===== src/rtl/branch_resolve_unit.sv =====
// Pipelined branch resolution: evaluates direction, target and link value, flags
// mispredictions and returns tagged results over a valid/ready handshake.
module branch_resolve_unit #(
  parameter int XLEN    = 32,
  parameter int TAG_W   = 5,
  parameter int LATENCY = 2,
  parameter int CNT_W   = 16
) (
  input  logic             clock,
  input  logic             reset_n,
  input  logic             flush,
  input  logic             in_valid,
  output logic             in_ready,
  input  logic [2:0]       in_op,
  input  logic [XLEN-1:0]  in_pc,
  input  logic [XLEN-1:0]  in_imm,
  input  logic [XLEN-1:0]  in_rs1,
  input  logic [XLEN-1:0]  in_rs2,
  input  logic [TAG_W-1:0] in_tag,
  input  logic             in_pred_taken,
  input  logic [XLEN-1:0]  in_pred_target,
  output logic             out_valid,
  input  logic             out_ready,
  output logic [TAG_W-1:0] out_tag,
  output logic             out_taken,
  output logic [XLEN-1:0]  out_target,
  output logic [XLEN-1:0]  out_wb_data,
  output logic             out_mispredict,
  input  logic             clear_stats,
  output logic [CNT_W-1:0] stat_branches,
  output logic [CNT_W-1:0] stat_mispredicts
);

  localparam int PW = TAG_W + 2 * XLEN + 2;
  localparam logic [2:0] OP_JAL  = 3'd6;
  localparam logic [2:0] OP_JALR = 3'd7;
  localparam logic [XLEN-1:0] FOUR_C = XLEN'(3'd4);
  localparam logic [XLEN-1:0] ONE_C  = XLEN'(1'b1);

  logic             taken_s;
  logic             misp_s;
  logic [XLEN-1:0]  pc4_s;
  logic [XLEN-1:0]  target_s;
  logic [XLEN-1:0]  wb_s;
  logic [PW-1:0]    res_s;
  logic [LATENCY-1:0] vld_r;
  logic [LATENCY-1:0] adv_s;
  logic [LATENCY-1:0] load_s;
  logic [PW-1:0]    data_r [LATENCY];
  logic             hs_s;
  logic [CNT_W-1:0] br_cnt_r;
  logic [CNT_W-1:0] mp_cnt_r;

  // Direction, target, link value and misprediction for the presented branch
  always_comb begin
    pc4_s = in_pc + FOUR_C;
    case (in_op)
      3'd0:    taken_s = (in_rs1 == in_rs2);
      3'd1:    taken_s = (in_rs1 != in_rs2);
      3'd2:    taken_s = ($signed(in_rs1) <  $signed(in_rs2));
      3'd3:    taken_s = ($signed(in_rs1) >= $signed(in_rs2));
      3'd4:    taken_s = (in_rs1 <  in_rs2);
      3'd5:    taken_s = (in_rs1 >= in_rs2);
      default: taken_s = 1'b1;
    endcase
    if (!taken_s) begin
      target_s = pc4_s;
    end else if (in_op == OP_JALR) begin
      target_s = (in_rs1 + in_imm) & ~ONE_C;
    end else begin
      target_s = in_pc + in_imm;
    end
    if ((in_op == OP_JAL) || (in_op == OP_JALR)) begin
      wb_s = pc4_s;
    end else begin
      wb_s = {XLEN{1'b0}};
    end
    misp_s = (taken_s != in_pred_taken) | (taken_s & (target_s != in_pred_target));
    res_s  = {in_tag, taken_s, target_s, wb_s, misp_s};
  end

  // Stall chain: a stage may load when it is empty or its content moves on
  always_comb begin
    logic go_s;
    go_s   = out_ready;
    adv_s  = {LATENCY{1'b0}};
    load_s = {LATENCY{1'b0}};
    for (int i = LATENCY - 1; i >= 0; i--) begin
      adv_s[i]  = vld_r[i] & go_s;
      load_s[i] = ~vld_r[i] | go_s;
      go_s      = load_s[i];
    end
  end

  assign in_ready = load_s[0];
  assign hs_s     = vld_r[LATENCY-1] & out_ready;

  // Valid bits; flush squashes everything, including a same-cycle input
  always_ff @(posedge clock or negedge reset_n) begin
    if (!reset_n) begin
      vld_r <= {LATENCY{1'b0}};
    end else if (flush) begin
      vld_r <= {LATENCY{1'b0}};
    end else begin
      if (load_s[0]) vld_r[0] <= in_valid;
      for (int i = 1; i < LATENCY; i++) begin
        if (load_s[i]) vld_r[i] <= vld_r[i-1];
      end
    end
  end

  // Result payloads only move with a valid entry so stalled outputs hold still
  always_ff @(posedge clock or negedge reset_n) begin
    if (!reset_n) begin
      for (int i = 0; i < LATENCY; i++) data_r[i] <= {PW{1'b0}};
    end else if (!flush) begin
      if (load_s[0] && in_valid) data_r[0] <= res_s;
      for (int i = 1; i < LATENCY; i++) begin
        if (load_s[i] && vld_r[i-1]) data_r[i] <= data_r[i-1];
      end
    end
  end

  // Saturating statistics; clear wins over a same-cycle handshake
  always_ff @(posedge clock or negedge reset_n) begin
    if (!reset_n) begin
      br_cnt_r <= {CNT_W{1'b0}};
      mp_cnt_r <= {CNT_W{1'b0}};
    end else if (clear_stats) begin
      br_cnt_r <= {CNT_W{1'b0}};
      mp_cnt_r <= {CNT_W{1'b0}};
    end else if (hs_s) begin
      if (br_cnt_r != {CNT_W{1'b1}}) br_cnt_r <= br_cnt_r + CNT_W'(1'b1);
      if (out_mispredict && (mp_cnt_r != {CNT_W{1'b1}})) mp_cnt_r <= mp_cnt_r + CNT_W'(1'b1);
    end
  end

  assign out_valid = vld_r[LATENCY-1];
  assign {out_tag, out_taken, out_target, out_wb_data, out_mispredict} = data_r[LATENCY-1];
  assign stat_branches    = br_cnt_r;
  assign stat_mispredicts = mp_cnt_r;

endmodule


===== config.mk =====
export PLATFORM = sky130hd
export DESIGN_NAME = branch_resolve_unit
export DESIGN_NICKNAME = d
export VERILOG_FILES = /design/src/rtl/branch_resolve_unit.sv
export SDC_FILE = /design/constraint.sdc
export NUM_CORES = 1
export LEC_CHECK = 0
export ABC_AREA = 0
export BUFFER_PORTS_ARGS = -buffer_cell sky130_fd_sc_hd__buf_2
export CORE_ASPECT_RATIO = 0.7
export CORE_UTILIZATION = 58
export CTS_BUF_LIST = sky130_fd_sc_hd__clkbuf_4 sky130_fd_sc_hd__clkbuf_8
export DETAILED_ROUTE_END_ITERATION = 10
export HOLD_SLACK_MARGIN = 0.08
export PLACE_DENSITY = 0.81
export SLEW_MARGIN = 25
export SYNTH_ARGS = -nofsm -noshare
export SYNTH_HDL_FRONTEND = slang
export SYNTH_SLANG_ARGS = --single-unit

===== constraint.sdc =====
create_clock -name clock -period 3.7 [get_ports clock]
set_input_delay 0.37 -clock clock [delete_from_list [all_inputs] [get_ports clock]]
set_output_delay 0.37 -clock clock [all_outputs]
set_load 0.02 [all_outputs]

**Word level (Yosys, flattened, before mapping)**

Index checks and enable logic that the tools add are counted.

- Output and inout port bits: 105
- Register bits after elaboration: 176

- Add/sub/neg operators: 5
- Mux-type cells: 13
- Reductions and logical operators: 14
- Bitwise gates (word level): 8
- Eq/ne operators: 13
- Magnitude comparators: 4

Operator list:

| operator | count |
|---|---|
| $mux W16 | 6 |
| $mux W32 | 3 |
| $add A32 B32 Y32 | 2 |
| $ge A32 B32 Y1 | 2 |
| $lt A32 B32 Y1 | 2 |
| $ne A32 B32 Y1 | 2 |
| $add A16 B1 Y16 const B | 2 |
| $add A32 B3 Y32 const B | 1 |
| $eq A32 B32 Y1 | 1 |
| $ne A16 B16 Y1 const B | 2 |
| $eq A3 B3 Y1 const B | 4 |
| $reduce_bool A2 Y1 | 5 |
| $reduce_and A2 Y1 | 4 |
| $eq A3 B2 Y1 const B | 2 |
| $pmux W1 S6 | 1 |
| $eq A3 B1 Y1 const B | 1 |
| $logic_and A1 B1 Y1 | 3 |
| $logic_not A3 Y1 | 1 |
| $not A1 Y1 | 3 |
| $or A1 B1 Y1 | 3 |
| $and A1 B1 Y1 | 2 |
| $mux W1 | 2 |
| $mux W2 | 1 |
| $logic_or A1 B1 Y1 | 1 |
| $ne A1 B1 Y1 | 1 |

**Logic depth before layout (Yosys ltp)**

- Depth after elaboration: 6
- Depth in mapped cells: 16
- Gate-level depth less buffers: 14

**Least setup slack after synthesis**

No wires, ideal clock.

- Path type: input port to flip-flop
- From: in in_pc[0]
- To: reg data_r[71] (netlist name)
- Buffers on the path: 1
- Cell stages on the path: 15
- Slack: -0.233 ns
- Library setup time: 0.125 ns
- Arrival time: 3.808 ns
- Cell sequence: ha_1 fa_1 a21o_1 a311oi_2 nor3_1 and3b_1 clkbuf_1 nor4_1 a2111oi_0 nand4_1 or4_1 a221o_1 or4_1 nor4_1 nor2_1

- Word-level cells in the longest chain between the ends: 6
- Elaborated cells between the ends (all ways): 7

Ends and longest elaborated chain:

| item | line | text |
|---|---|---|
| from (decl) | 15 | `input logic [XLEN-1:0] in_pc,` |
| $add A32 B32 Y32 | 71 | `target_s = in_pc + in_imm;` |
| $mux W32 | 68 | `end else if (in_op == OP_JALR) begin` |
| $mux W32 (*) | 66 | `if (!taken_s) begin` |
| $ne A32 B32 Y1 (*) | 78 | `misp_s = (taken_s != in_pred_taken) \| (taken_s & (target_s != in_pred_target));` |
| $and A1 B1 Y1 (*) | 78 |  |
| $or A1 B1 Y1 (*) | 78 |  |
| to (signal, indexed assignment) | 119 | `if (load_s[i] && vld_r[i-1]) data_r[i] <= data_r[i-1];` |
| to (decl) | 49 | `logic [PW-1:0] data_r [LATENCY];` |

Every way passes the cells marked *; elsewhere a longest branch is shown, timed or not.
A chain may end at the register's enable or synchronous reset.

**Final worst setup path**

Same ends and word-level chain as after synthesis.

==> impl_metrics.csv <==
group,metric,value,unit
power_and_ir_drop,leakage,8.61,nW
yosys,synth_top_area_share,0.320,
clock_network,cts_tree,"done",
floorplanning,initial_core_util,0.598,
critical_path,path_cells,"buf_2 > ha_4 > fa_2 > a21o_1 > a311oi_2 > buf_4 > nor3_1 > and3b_2 > nor4_1 > a2111oi_0 > nand4_1 > or4_1 > a221o_1 > or4_1 > nor4_1 > nor2_1",
clock_network,cts.reportedPaths.clkPinSlew,0.11,ns
sta,whs,0.103,ns
sta,tns,0,ns
global_route,grt_pass1_wl,67.8,mm
place,gp_congestion,0.962,
clock_network,cts_setup_buffers,0,
sta,period_minus_slack,3.62,ns
yosys,synthTopCellsByArea,"dfrtp_1, ha_1, mux2_2, nand2_1, o21ai_0",
power_and_ir_drop,finalPower,6.44,mW
clock_network,numClockSinks,176,
run_status,outcome,"finished clean",
clock_network,cts_buffer_depth,2,
critical_path,cpPeakStageDelay,0.49,ns
clock_network,htree_levels,4,
detailed_routing,wl_per_cell,19.2,um
clock_network,insertion_delay,0.47,ns
sta,worstMarginPinSlew,0.876,ns
finish,seq_area,4400,um2
yosys,yosysMostFrequentCell,"nand2_1",
critical_path,crit_slowest_cell,"or4_1",
yosys,yosysSeqAreaShare,0.320,
clock_network,cts_root_buffer,"clkbuf_8",
detailed_routing,wl,44.6,mm
floorplanning,coreArea,23000,um2
critical_path,crit_arrival,3.96,ns
detailed_routing,drtAntennaViolNets,0,
place,place_area,16600,um2
detailed_routing,dr_total_vias,13927,
detailed_routing,drc,0,
floorplanning,die_w,186,um
floorplanning,die_h,131,um
sta,finClkSkew,0.0234,ns
power_and_ir_drop,vdd_drop_max,363,uV
finish,multi_input_area,8400,um2
yosys,syn_avg_cell_area,8.65,um2
floorplanning,rows,46,
yosys,synth_area,13700,um2
hold_path,hold_path_class,"in2reg",
global_route,grt_overflow_total,0,
detailed_routing,avgViaCountPerCell,6.01,
critical_path,crit_type,"in2reg",
sta,max_freq,276,MHz
critical_path,cp_data_required_time,4.04,ns
yosys,synth_ff_type,"dfrtp_1",
yosys,synth_cell_types,83,
detailed_routing,first_pass_iters,7,
sta,finalSetupViolations,0,
global_route,grt_max_degree,116,
sta,slew_headroom,0.416,
flow_run,cap_violations,0,
yosys,synth-seq-cells,176,
critical_path,worstPathMaxFanout,4,
yosys,syn_inst,1588,
yosys,synth.net_count,1861,
floorplanning,dieArea,24300,um2
global_route,grt_pass1_vias,12771,
place,port_buffers,279,
yosys,synth_edf_count,0,
finish,nets,2265,
yosys,async_reset_ff_frac,1.00,
finish,n_fill_cell,1719,
floorplanning,io_pins,280,
power_and_ir_drop,power_density,377,nW/um2
place,place_hpwl,35.8,mm
sta,fin_crit_sh,0.978,
detailed_routing,first_iter_violations,1176,
finish,final_area,17100,um2
global_route,grt_util_all_layers,0.363,
yosys,synth_common_cells,"nand2_1, dfrtp_1, nor2_1",
sta,rsz0062_at_grt,"yes",
sta,hold_viol_final,0,
finish,drive_gt1_frac,0.326,
clock_network,cts_buffers,17,
yosys,ys_warn_count,0,
global_route,antenna_found_initial,4,
sta,slew_viol_final,0,
critical_path,endpoint_kind,"flop",
finish,area_growth,24.2,%
critical_path,cp-start-kind,"input pin",
yosys,synth_area_leader_cell,"dfrtp_1",
## logic make-up after synthesis
group / Yosys count / share of synthesized area
and+or+nand+nor: 538 / 0.193
AOI/OAI and AO/OA: 380 / 0.180
buffers and inverters: 194 / 0.0720
DFF: 176 / 0.320
xor gates and xnor gates: 109 / 0.0695
adders and majority gates: 98 / 0.0903
muxes: 93 / 0.0742
## registers in the layout, indices dropped and copies added, names as in the netlist
signal,cells
out_wb_data,32
stat_branches,16
out_tag,5
vld_r,2
stat_mispredicts,16
out_mispredict,1
data_r,71
out_target,32
out_taken,1
## metrics by stage
stage,cells,worst slack (ns),utilization
6_report,2319,0.0803,0.743
5_1_grt,2319,-0.0726,0.743
4_1_cts,2314,0.0403,0.740
3_5_place_dp,2283,-0.439,0.723
3_3_place_gp,2283,-0.391,0.723
2_1_floorplan,1588,0.0217,-
## timing repair
| action | CTS | global route |
|---|---|---|
| hold endpoints to repair | 0 | 4 |
| hold buffers | 0 | 1 |
| endpoints found under the setup margin | 0 | 1 |
| resized for setup | 0 | 6 |
## power breakdown
group          internal [mW]  total (mW)  switching, mW
Sequential              2.24        2.44          0.202
Clock                  0.629        1.35          0.720
Combinational           1.16        2.65           1.49
Total                   4.02        6.44           2.42
## final timing paths
check | startpoint | endpoint | slack, ns | cells after the start
worst max-delay path | in_pc[0] | data_r[71] | 0.08 | 16
worst min-delay path | in_tag[3] | data_r[140] | 0.10 | 3
worst max register to register | vld_r[1] | data_r[71] | 0.58 | 11
worst min register to register | data_r[95] | data_r[95] | 0.48 | 2
max in group asynchronous | reset_n | data_r[92] | 2.21 | 3
min in group asynchronous | reset_n | stat_branches[3] | 0.59 | 2
## placed cells by master, fill, tap and decap left out, types with 8 or more instances in the layout
cell type / netlist / layout
buf_2: 2 / 278
buf_4: 69 / 237
nand2_1: 190 / 190
dfrtp_1: 176 / 176
nor2_1: 109 / 108
o21ai_0: 105 / 105
a21oi_1: 97 / 97
ha_1: 96 / 95
mux2_2: 71 / 71
inv_1: 60 / 60
xnor2_1: 57 / 57
xor2_1: 52 / 52
nand3_1: 49 / 47
nand4_1: 38 / 38
nor3_1: 29 / 28
a21o_1: 28 / 28
mux2i_1: 22 / 22
a211oi_1: 24 / 22
o211ai_1: 19 / 19
clkbuf_8: 0 / 19
and3_1: 17 / 17
and4_1: 15 / 15
nand2b_1: 15 / 15
and2_1: 12 / 12
a31oi_1: 12 / 12
nor2b_1: 11 / 11
or3_1: 10 / 10
nor4_1: 8 / 8
## routing by layer
layer	part of all wire	track usage	vias up	routed length, um
met4	0.022	0.0887	2	969
met1	0.44	0.522	6633	19900
li1	-	-	6489	-
met5	0.00020	0	-	9
met2	0.45	0.581	724	20000
met3	0.086	0.0477	79	3860
## cell type report
type,instances,share of cell area
antenna,3,0.000440
clock buffer,18,0.0145
clock inverter,13,0.00872
inverter,60,0.0132
multi-input combinational,1218,0.492
sequential,176,0.258
tap,312,0.0229
timing repair buffer,519,0.190
## critical path, delay by kind of cell
family | cells | cell delay [ns]
AND/OR/NAND/NOR | 8 | 1.72
buffers and inverters | 2 | 0.31
adder cells (fa/ha/maj) | 2 | 0.52
AO/OA/AOI/OAI | 4 | 1.03
(Power assumes the default switching activity.)
